### src/rtl/viterbi_pkg.sv
`default_nettype none
// ---------------------------------------------------------------------------
// Module  : viterbi_pkg
// Brief   : Code constants and FSM states shared by the K=7 encoder and decoder
// Revision: 1.0 - initial release
// ---------------------------------------------------------------------------
package viterbi_pkg;

  localparam int K        = 7;
  localparam int TAIL_LEN = K - 1;

  // w[K-1] is the current bit, so these read MSB-first as the octal generators
  localparam logic [K-1:0] G0 = 7'o171;
  localparam logic [K-1:0] G1 = 7'o133;

  typedef enum logic [1:0] {
    IDLE = 2'd0,
    DATA = 2'd1,
    TAIL = 2'd2
  } enc_state_t;

  function automatic logic parity_tap(input logic [K-1:0] window,
                                      input logic [K-1:0] poly);
    return ^(window & poly);
  endfunction

endpackage
`default_nettype wire

### src/rtl/conv_enc_core.sv
`default_nettype none
// ---------------------------------------------------------------------------
// Module  : conv_enc_core
// Brief   : K=7 shift register and generator parity; sym is combinational
// Revision: 1.0 - initial release
// ---------------------------------------------------------------------------
module conv_enc_core
  import viterbi_pkg::*;
(
  input  logic       clk,
  input  logic       rst_n,
  input  logic       en,
  input  logic       clr,
  input  logic       data_bit,
  output logic [1:0] sym
);

  logic [K-2:0] r_sreg;
  logic [K-1:0] w_window;

  // Newest past bit enters at the top so the window reads {current, newest..oldest}
  always_ff @(posedge clk or negedge rst_n) begin
    if (!rst_n) begin
      r_sreg <= '0;
    end else if (clr) begin
      r_sreg <= '0;
    end else if (en) begin
      r_sreg <= {data_bit, r_sreg[K-2:1]};
    end
  end

  assign w_window = {data_bit, r_sreg};
  assign sym      = {parity_tap(w_window, G0), parity_tap(w_window, G1)};

endmodule
`default_nettype wire

### src/rtl/conv_encoder_k7.sv
`default_nettype none
// ---------------------------------------------------------------------------
// Module  : conv_encoder_k7
// Brief   : Frame-based rate-1/2 K=7 encoder with zero tail and valid/ready I/O
// Revision: 1.0 - initial release
// ---------------------------------------------------------------------------
module conv_encoder_k7 #(
  parameter int FRAME_LEN = 8,
  parameter int K         = 7
) (
  input  logic       clk,
  input  logic       rst_n,
  input  logic       start,
  input  logic       in_bit,
  input  logic       in_valid,
  output logic       in_ready,
  output logic [1:0] sym_out,
  output logic       sym_valid,
  input  logic       sym_ready,
  output logic       sym_sop,
  output logic       sym_eop,
  output logic       busy
);

  import viterbi_pkg::enc_state_t;
  import viterbi_pkg::IDLE;
  import viterbi_pkg::DATA;
  import viterbi_pkg::TAIL;
  import viterbi_pkg::TAIL_LEN;

  localparam int CW = $clog2(FRAME_LEN + 1);
  localparam int TW = $clog2(TAIL_LEN + 1);

  localparam logic [CW-1:0] c_last_bit  = CW'(FRAME_LEN - 1);
  localparam logic [TW-1:0] c_last_tail = TW'(TAIL_LEN - 1);
  localparam logic [TW-1:0] c_eop_tail  = TW'(K - 2);

  if (K != viterbi_pkg::K) begin : g_k_check
    $error("conv_encoder_k7: K must equal viterbi_pkg::K");
  end

  if (FRAME_LEN < 1 || FRAME_LEN > 65535) begin : g_len_check
    $error("conv_encoder_k7: FRAME_LEN out of range 1..65535");
  end

  enc_state_t    r_state,    w_state_nxt;
  logic [CW-1:0] r_bit_cnt,  w_bit_cnt_nxt;
  logic [TW-1:0] r_tail_cnt, w_tail_cnt_nxt;
  logic          r_first,    w_first_nxt;

  logic          r_sym_valid;
  logic [1:0]    r_sym_out;
  logic          r_sym_sop;
  logic          r_sym_eop;

  logic          w_slot_free;
  logic          w_in_ready;
  logic          w_core_en;
  logic          w_core_clr;
  logic          w_core_bit;
  logic [1:0]    w_core_sym;
  logic          w_load;
  logic          w_load_sop;
  logic          w_load_eop;

  assign w_slot_free = !r_sym_valid || sym_ready;

  conv_enc_core u_core (
    .clk      (clk),
    .rst_n    (rst_n),
    .en       (w_core_en),
    .clr      (w_core_clr),
    .data_bit (w_core_bit),
    .sym      (w_core_sym)
  );

  always_ff @(posedge clk or negedge rst_n) begin
    if (!rst_n) begin
      r_state    <= IDLE;
      r_bit_cnt  <= '0;
      r_tail_cnt <= '0;
      r_first    <= 1'b0;
    end else begin
      r_state    <= w_state_nxt;
      r_bit_cnt  <= w_bit_cnt_nxt;
      r_tail_cnt <= w_tail_cnt_nxt;
      r_first    <= w_first_nxt;
    end
  end

  // Every symbol-producing step advances the core and loads the output register together
  always_comb begin
    w_state_nxt    = r_state;
    w_bit_cnt_nxt  = r_bit_cnt;
    w_tail_cnt_nxt = r_tail_cnt;
    w_first_nxt    = r_first;
    w_in_ready     = 1'b0;
    w_core_en      = 1'b0;
    w_core_clr     = 1'b0;
    w_core_bit     = 1'b0;
    w_load         = 1'b0;
    w_load_sop     = 1'b0;
    w_load_eop     = 1'b0;

    case (r_state)
      IDLE: begin
        if (start) begin
          w_core_clr    = 1'b1;
          w_bit_cnt_nxt = '0;
          w_first_nxt   = 1'b1;
          w_state_nxt   = DATA;
        end
      end

      DATA: begin
        w_in_ready = w_slot_free;
        if (in_valid && w_slot_free) begin
          w_core_en     = 1'b1;
          w_core_bit    = in_bit;
          w_load        = 1'b1;
          w_load_sop    = r_first;
          w_first_nxt   = 1'b0;
          w_bit_cnt_nxt = r_bit_cnt + 1'b1;
          if (r_bit_cnt == c_last_bit) begin
            w_tail_cnt_nxt = '0;
            w_state_nxt    = TAIL;
          end
        end
      end

      TAIL: begin
        if (w_slot_free) begin
          w_core_en      = 1'b1;
          w_load         = 1'b1;
          w_load_eop     = (r_tail_cnt == c_eop_tail);
          w_tail_cnt_nxt = r_tail_cnt + 1'b1;
          if (r_tail_cnt == c_last_tail) begin
            w_state_nxt = IDLE;
          end
        end
      end

      default: begin
        w_state_nxt = IDLE;
      end
    endcase
  end

  // Output register: a load may coincide with the consumption of the previous symbol
  always_ff @(posedge clk or negedge rst_n) begin
    if (!rst_n) begin
      r_sym_valid <= 1'b0;
      r_sym_out   <= '0;
      r_sym_sop   <= 1'b0;
      r_sym_eop   <= 1'b0;
    end else if (w_load) begin
      r_sym_valid <= 1'b1;
      r_sym_out   <= w_core_sym;
      r_sym_sop   <= w_load_sop;
      r_sym_eop   <= w_load_eop;
    end else if (sym_ready) begin
      r_sym_valid <= 1'b0;
      r_sym_sop   <= 1'b0;
      r_sym_eop   <= 1'b0;
    end
  end

  assign in_ready  = w_in_ready;
  assign sym_out   = r_sym_out;
  assign sym_valid = r_sym_valid;
  assign sym_sop   = r_sym_sop;
  assign sym_eop   = r_sym_eop;
  assign busy      = (r_state != IDLE) || r_sym_valid;

endmodule
`default_nettype wire

### config.mk
export PLATFORM = sky130hd
export DESIGN_NAME = conv_encoder_k7
export DESIGN_NICKNAME = d
export VERILOG_FILES = /design/src/rtl/viterbi_pkg.sv /design/src/rtl/conv_enc_core.sv /design/src/rtl/conv_encoder_k7.sv
export SDC_FILE = /design/constraint.sdc
export NUM_CORES = 1
export LEC_CHECK = 0
export CAP_MARGIN = 20
export CORE_ASPECT_RATIO = 0.75
export CORE_MARGIN = 4
export CORE_UTILIZATION = 45
export DETAILED_ROUTE_END_ITERATION = 7
export PLACE_DENSITY = 0.72
export SLEW_MARGIN = 20
export SYNTH_ARGS = -nofsm -noshare
export SYNTH_HDL_FRONTEND = slang
export SYNTH_HIERARCHICAL = 1
export SYNTH_SLANG_ARGS = --single-unit
export TNS_END_PERCENT = 20
### constraint.sdc
create_clock -name clk -period 5.47 [get_ports clk]
set_input_delay 1.3675 -clock clk [delete_from_list [all_inputs] [get_ports clk]]
set_output_delay 1.3675 -clock clk [all_outputs]
set_load 0.01 [all_outputs]
# Word level (Yosys, flattened, before mapping)
# Cells that the tools add are included.
# word_totals
ff_bits,21
latchBits,0
ramBits,0
romBits,0
word_cells,69
n_memories,0
# classes
addsub,2
mul,0
n_div,0
magnitude_cmp,0
n_eq_ne,9
n_shift,0
mux,34
bitwise,0
n_reduce_logical,15
# op_table
op,n
$mux W1,17
$reduce_xor A7 Y1,2
$mux W6,2
$mux W2,5
$ne A2 B2 Y1 const B,5
$reduce_bool A2 Y1,5
$mux W3,3
$mux W4,2
$pmux W4 S2,1
$pmux W2 S3,1
$pmux W3 S2,1
$reduce_and A5 Y1,1
$add A4 B1 Y4 const B,1
$eq A4 B3 Y1 const B,1
$pmux W1 S2,2
$reduce_and A4 Y1,1
$add A3 B1 Y3 const B,1
$eq A3 B3 Y1 const B,1
$reduce_and A3 Y1,1
$eq A2 B1 Y1 const B,1
$eq A2 B2 Y1 const B,1
$logic_not A2 Y1,1
$logic_or A1 B1 Y1,2
$logic_and A1 B1 Y1,1
$logic_not A1 Y1,1

# Logic depth before layout (Yosys ltp)
# depth
ltp_word,7
mapped_depth,8
ltp_nobuf,7

# By module
# The synthesis kept the hierarchy.
# modules_own_cells
mod,n_inst,cells_each,area_each_um2
conv_encoder_k7,1,94,925.9
conv_enc_core,1,23,311.5

# Worst setup path after synthesis
# OpenSTA, ideal clock, no wires.
# synth_path
path_type,input to output
from,input sym_ready
to,output in_ready
arrival_ns,1.727
t_required_ns,4.103
slack_ns,2.375
stages,2
path_cell_list,nor2b_1 nor2_1
# synth_via
elab_chain_len,2
# synth_rtl
item,line_no,text
"start, declared",conv_encoder_k7.sv:19,"input logic sym_ready,"
$logic_or A1 B1 Y1,conv_encoder_k7.sv:66,assign w_slot_free = !r_sym_valid || sym_ready;
$mux W1,conv_encoder_k7.sv:105,case (r_state)
"end, declared",conv_encoder_k7.sv:16,"output logic in_ready,"
# No other way between the ends.

# Final worst setup path
# Same ends and word-level chain as after synthesis.

==> flow_metrics.py <==
metrics = {
    "finish": {
        "seq_area_sq_um": 526,
        "syn2layout_area_growth_pct": 16.1,
        "n_antenna_cell": 0,
        "fillers": 243,
        "layout-drive-gt1-share_pct": 6.15,
        "final_common_cell": "dfrtp_1",
        "multi_input_area_sq_um": 677,
        "nets": 145,
        "mostFrequentLayoutCells": "dfrtp_1, nor2_1, clkdlybuf4s50_1",
        "fin_util_pct": 54.8,
    },
    "clock_network": {
        "cts_tree": "yes",
        "clockBufferDepth": 2,
        "cts_resized": 0,
        "ctsHoldBuffers": 0,
        "cts_made_buffers": 3,
        "cts.htree.levels": 1,
        "post_cts_buffers": 0,
        "ctsRootBufferMaster": "clkbuf_8",
        "clkTransAtPathRegs_ns": 0.07,
        "cts.sinks": 21,
        "clkLatencyLatePin_ns": 0.27,
    },
    "logic_synthesis": {
        "yosys.area.top_type": "dfrtp_1",
        "yosysSeqAreaShare_pct": 42.5,
        "synth_area_leaders": "dfrtp_1, ha_1, mux2i_1, nor2_1, xnor3_1",
        "syn_area_per_cell_sq_um": 10.6,
        "synth.distinct_cells": 36,
        "syn-cell-area_sq_um": 1240,
        "synth_nets": 131,
        "yosys_most_used_dff": "dfrtp_1",
        "synth_seq_cells": 21,
        "syn-instance-count": 117,
        "async_reset_ff_share_pct": 100,
        "netlist.area_leader.share_pct": 42.5,
        "synth-edff-count": 0,
        "ys_warn_count": 6,
    },
    "setup_path": {
        "crit_chain": "clkdlybuf4s50_1 -> nor2b_1 -> nor2_1 -> clkdlybuf4s50_1",
        "path_delay_family": "buffers and inverters",
        "reg2reg_setup_slack_ns": 3.16,
        "worst-r2r-cell-count": 6,
        "crit_end": "in_ready",
        "slowest_delay_ns": 0.48,
        "cp-startpoint": "sym_ready",
        "end_kind": "primary output",
        "critPathRequiredTime_ns": 4.10,
        "r2r_end": "sym_sop",
        "slowest_stage": "clkdlybuf4s50_1",
        "path_max_fanout": 5,
        "worst-path-buf-inv": 2,
        "cp-start-kind": "input pin",
        "cp.depth": 4,
        "r2r-start": "r_state[1]",
        "path_class": "in -> out",
        "critPathMostFrequentCell": "clkdlybuf4s50_1",
        "cp.arrival_ns": 2.73,
    },
    "routing": {
        "drc_errors": 0,
        "route.vias.total": 926,
        "viasPerCell": 5.58,
        "wl_per_cell_microns": 14.3,
        "drt_iter0_drc": 79,
        "ant_nets": 0,
        "first_pass_iters": 4,
        "wirelength_microns": 2380,
    },
    "sta": {
        "max_slew.worst_pin.slew_ns": 0.961,
        "final.min_clock_period_ns": 4.09,
        "relSlewSlack_pct": 35.8,
        "rsz0062_at_grt": "no",
        "tns_ns": 0,
        "hold_violations": 0,
        "fin_worst_skew_ns": 0.0122,
        "slew_violations": 0,
        "fin_crit_sh_pct": 74.9,
        "fmax_mhz": 244,
        "setup_viol": 0,
    },
    "grt": {
        "grt_use_total_pct": 15.6,
        "grt_pass1_wl_microns": 4130,
        "antenna_found_initial": 0,
        "grt_pass1_vias": 898,
        "grt_max_degree": 22,
        "grt_overflow": 0,
    },
    "placed_design": {
        "post-dp-hpwl_microns": 1740,
        "io_buffer_count": 12,
        "place_congestion": 0.836,
    },
    "die": {
        "die_y_microns": 53.4,
        "dieWidth_microns": 68.6,
        "core_sq_um": 2620,
        "io_pins": 13,
        "die_area_sq_um": 3660,
        "core.rowCount": 16,
        "start_util_pct": 47.2,
    },
    "pwr": {
        "power.total_mw": 0.676,
        "p_leak_nw": 0.693,
        "p_per_area_nw_per_um2": 471,
        "vdd_drop_max_uv": 228,
    },
    "flow_run": {
        "cap_violations": 0,
    },
    "status": {
        "status": "complete, no violations",
    },
    "worst_hold_path": {
        "hold_class": "reg -> reg",
    },
}
-- state kept, by name (all words and copies together) (netlist names) --
signal         flops
sym_out            2
r_first            1
u_core/r_sreg      6
sym_eop            1
sym_valid          1
r_tail_cnt         3
sym_sop            1
r_bit_cnt          4
r_state            2
-- stage by stage --
| stage | instance area (sq um) | instances | hold slack, ns | worst slack, ns |
|---|---|---|---|---|
| global route | 1440 | 166 | 0.525 | 1.29 |
| CTS | 1440 | 166 | 0.501 | 1.37 |
| finish | 1440 | 166 | 0.492 | 1.38 |
| detailed placement | 1390 | 162 | 0.478 | 1.39 |
| global placement | 1390 | 162 | 0.473 | 1.41 |
| floorplan | 1240 | 117 | 0.480 | 2.38 |
-- per-layer routing --
| layer | part of all wire (%) | GRT usage [%] |
|---|---|---|
| met1 | 48 | 20.7 |
| met2 | 47 | 24.1 |
| met3 | 4.0 | 5.10 |
| met4 | 0.80 | 3.96 |
| met5 | 0 | 0 |
-- report_power, final --
group          leakage, nW  internal [mW]  switching [mW]
logic                0.386          0.159           0.188
registers            0.281          0.195          0.0296
clock network       0.0255         0.0508          0.0535
total                0.693          0.405           0.271
-- synthesized netlist by cell type (all sizes together) (3+ instances only) --
| library cell | count |
|---|---|
| nor2b | 3 |
| dfrtp | 21 |
| inv | 6 |
| mux2 | 3 |
| o21ai | 8 |
| nand2b | 5 |
| nor2 | 12 |
| ha | 8 |
| nand2 | 10 |
| mux2i | 8 |
-- how the worst min path moves through the flow --
stage                 startpoint            to  slack [ns]  cells after the start
floorplan           r_bit_cnt[0]  r_bit_cnt[0]        0.48                      1
global placement      sym_out[0]    sym_out[0]        0.47                      1
detailed placement    sym_out[0]    sym_out[0]        0.48                      1
CTS                   sym_out[0]    sym_out[0]        0.50                      1
global route             sym_eop       sym_eop        0.52                      1
finish                sym_out[0]    sym_out[0]        0.49                      1
-- logic make-up after synthesis --
group                      count (synthesis)  share of synthesized area, %
and+or+nand+nor                           39                          16.6
AOI/OAI and AO/OA                         26                          14.9
DFF                                       21                          42.5
muxes                                     11                          9.50
buffers and inverters                      9                          2.83
adders and majority gates                  8                          8.09
xor gates and xnor gates                   3                          5.66
-- area by class of cell --
| type | instances | area share (%) |
|---|---|---|
| repair buffers | 12 | 8.36 |
| multi-input cells | 87 | 47.1 |
| well taps | 36 | 3.14 |
| flip-flops and latches | 21 | 36.6 |
| clock inverters | 1 | 0.348 |
| clock buffers | 3 | 2.87 |
| inverters | 6 | 1.57 |
Note: power is estimated with default switching activity, not from simulation.
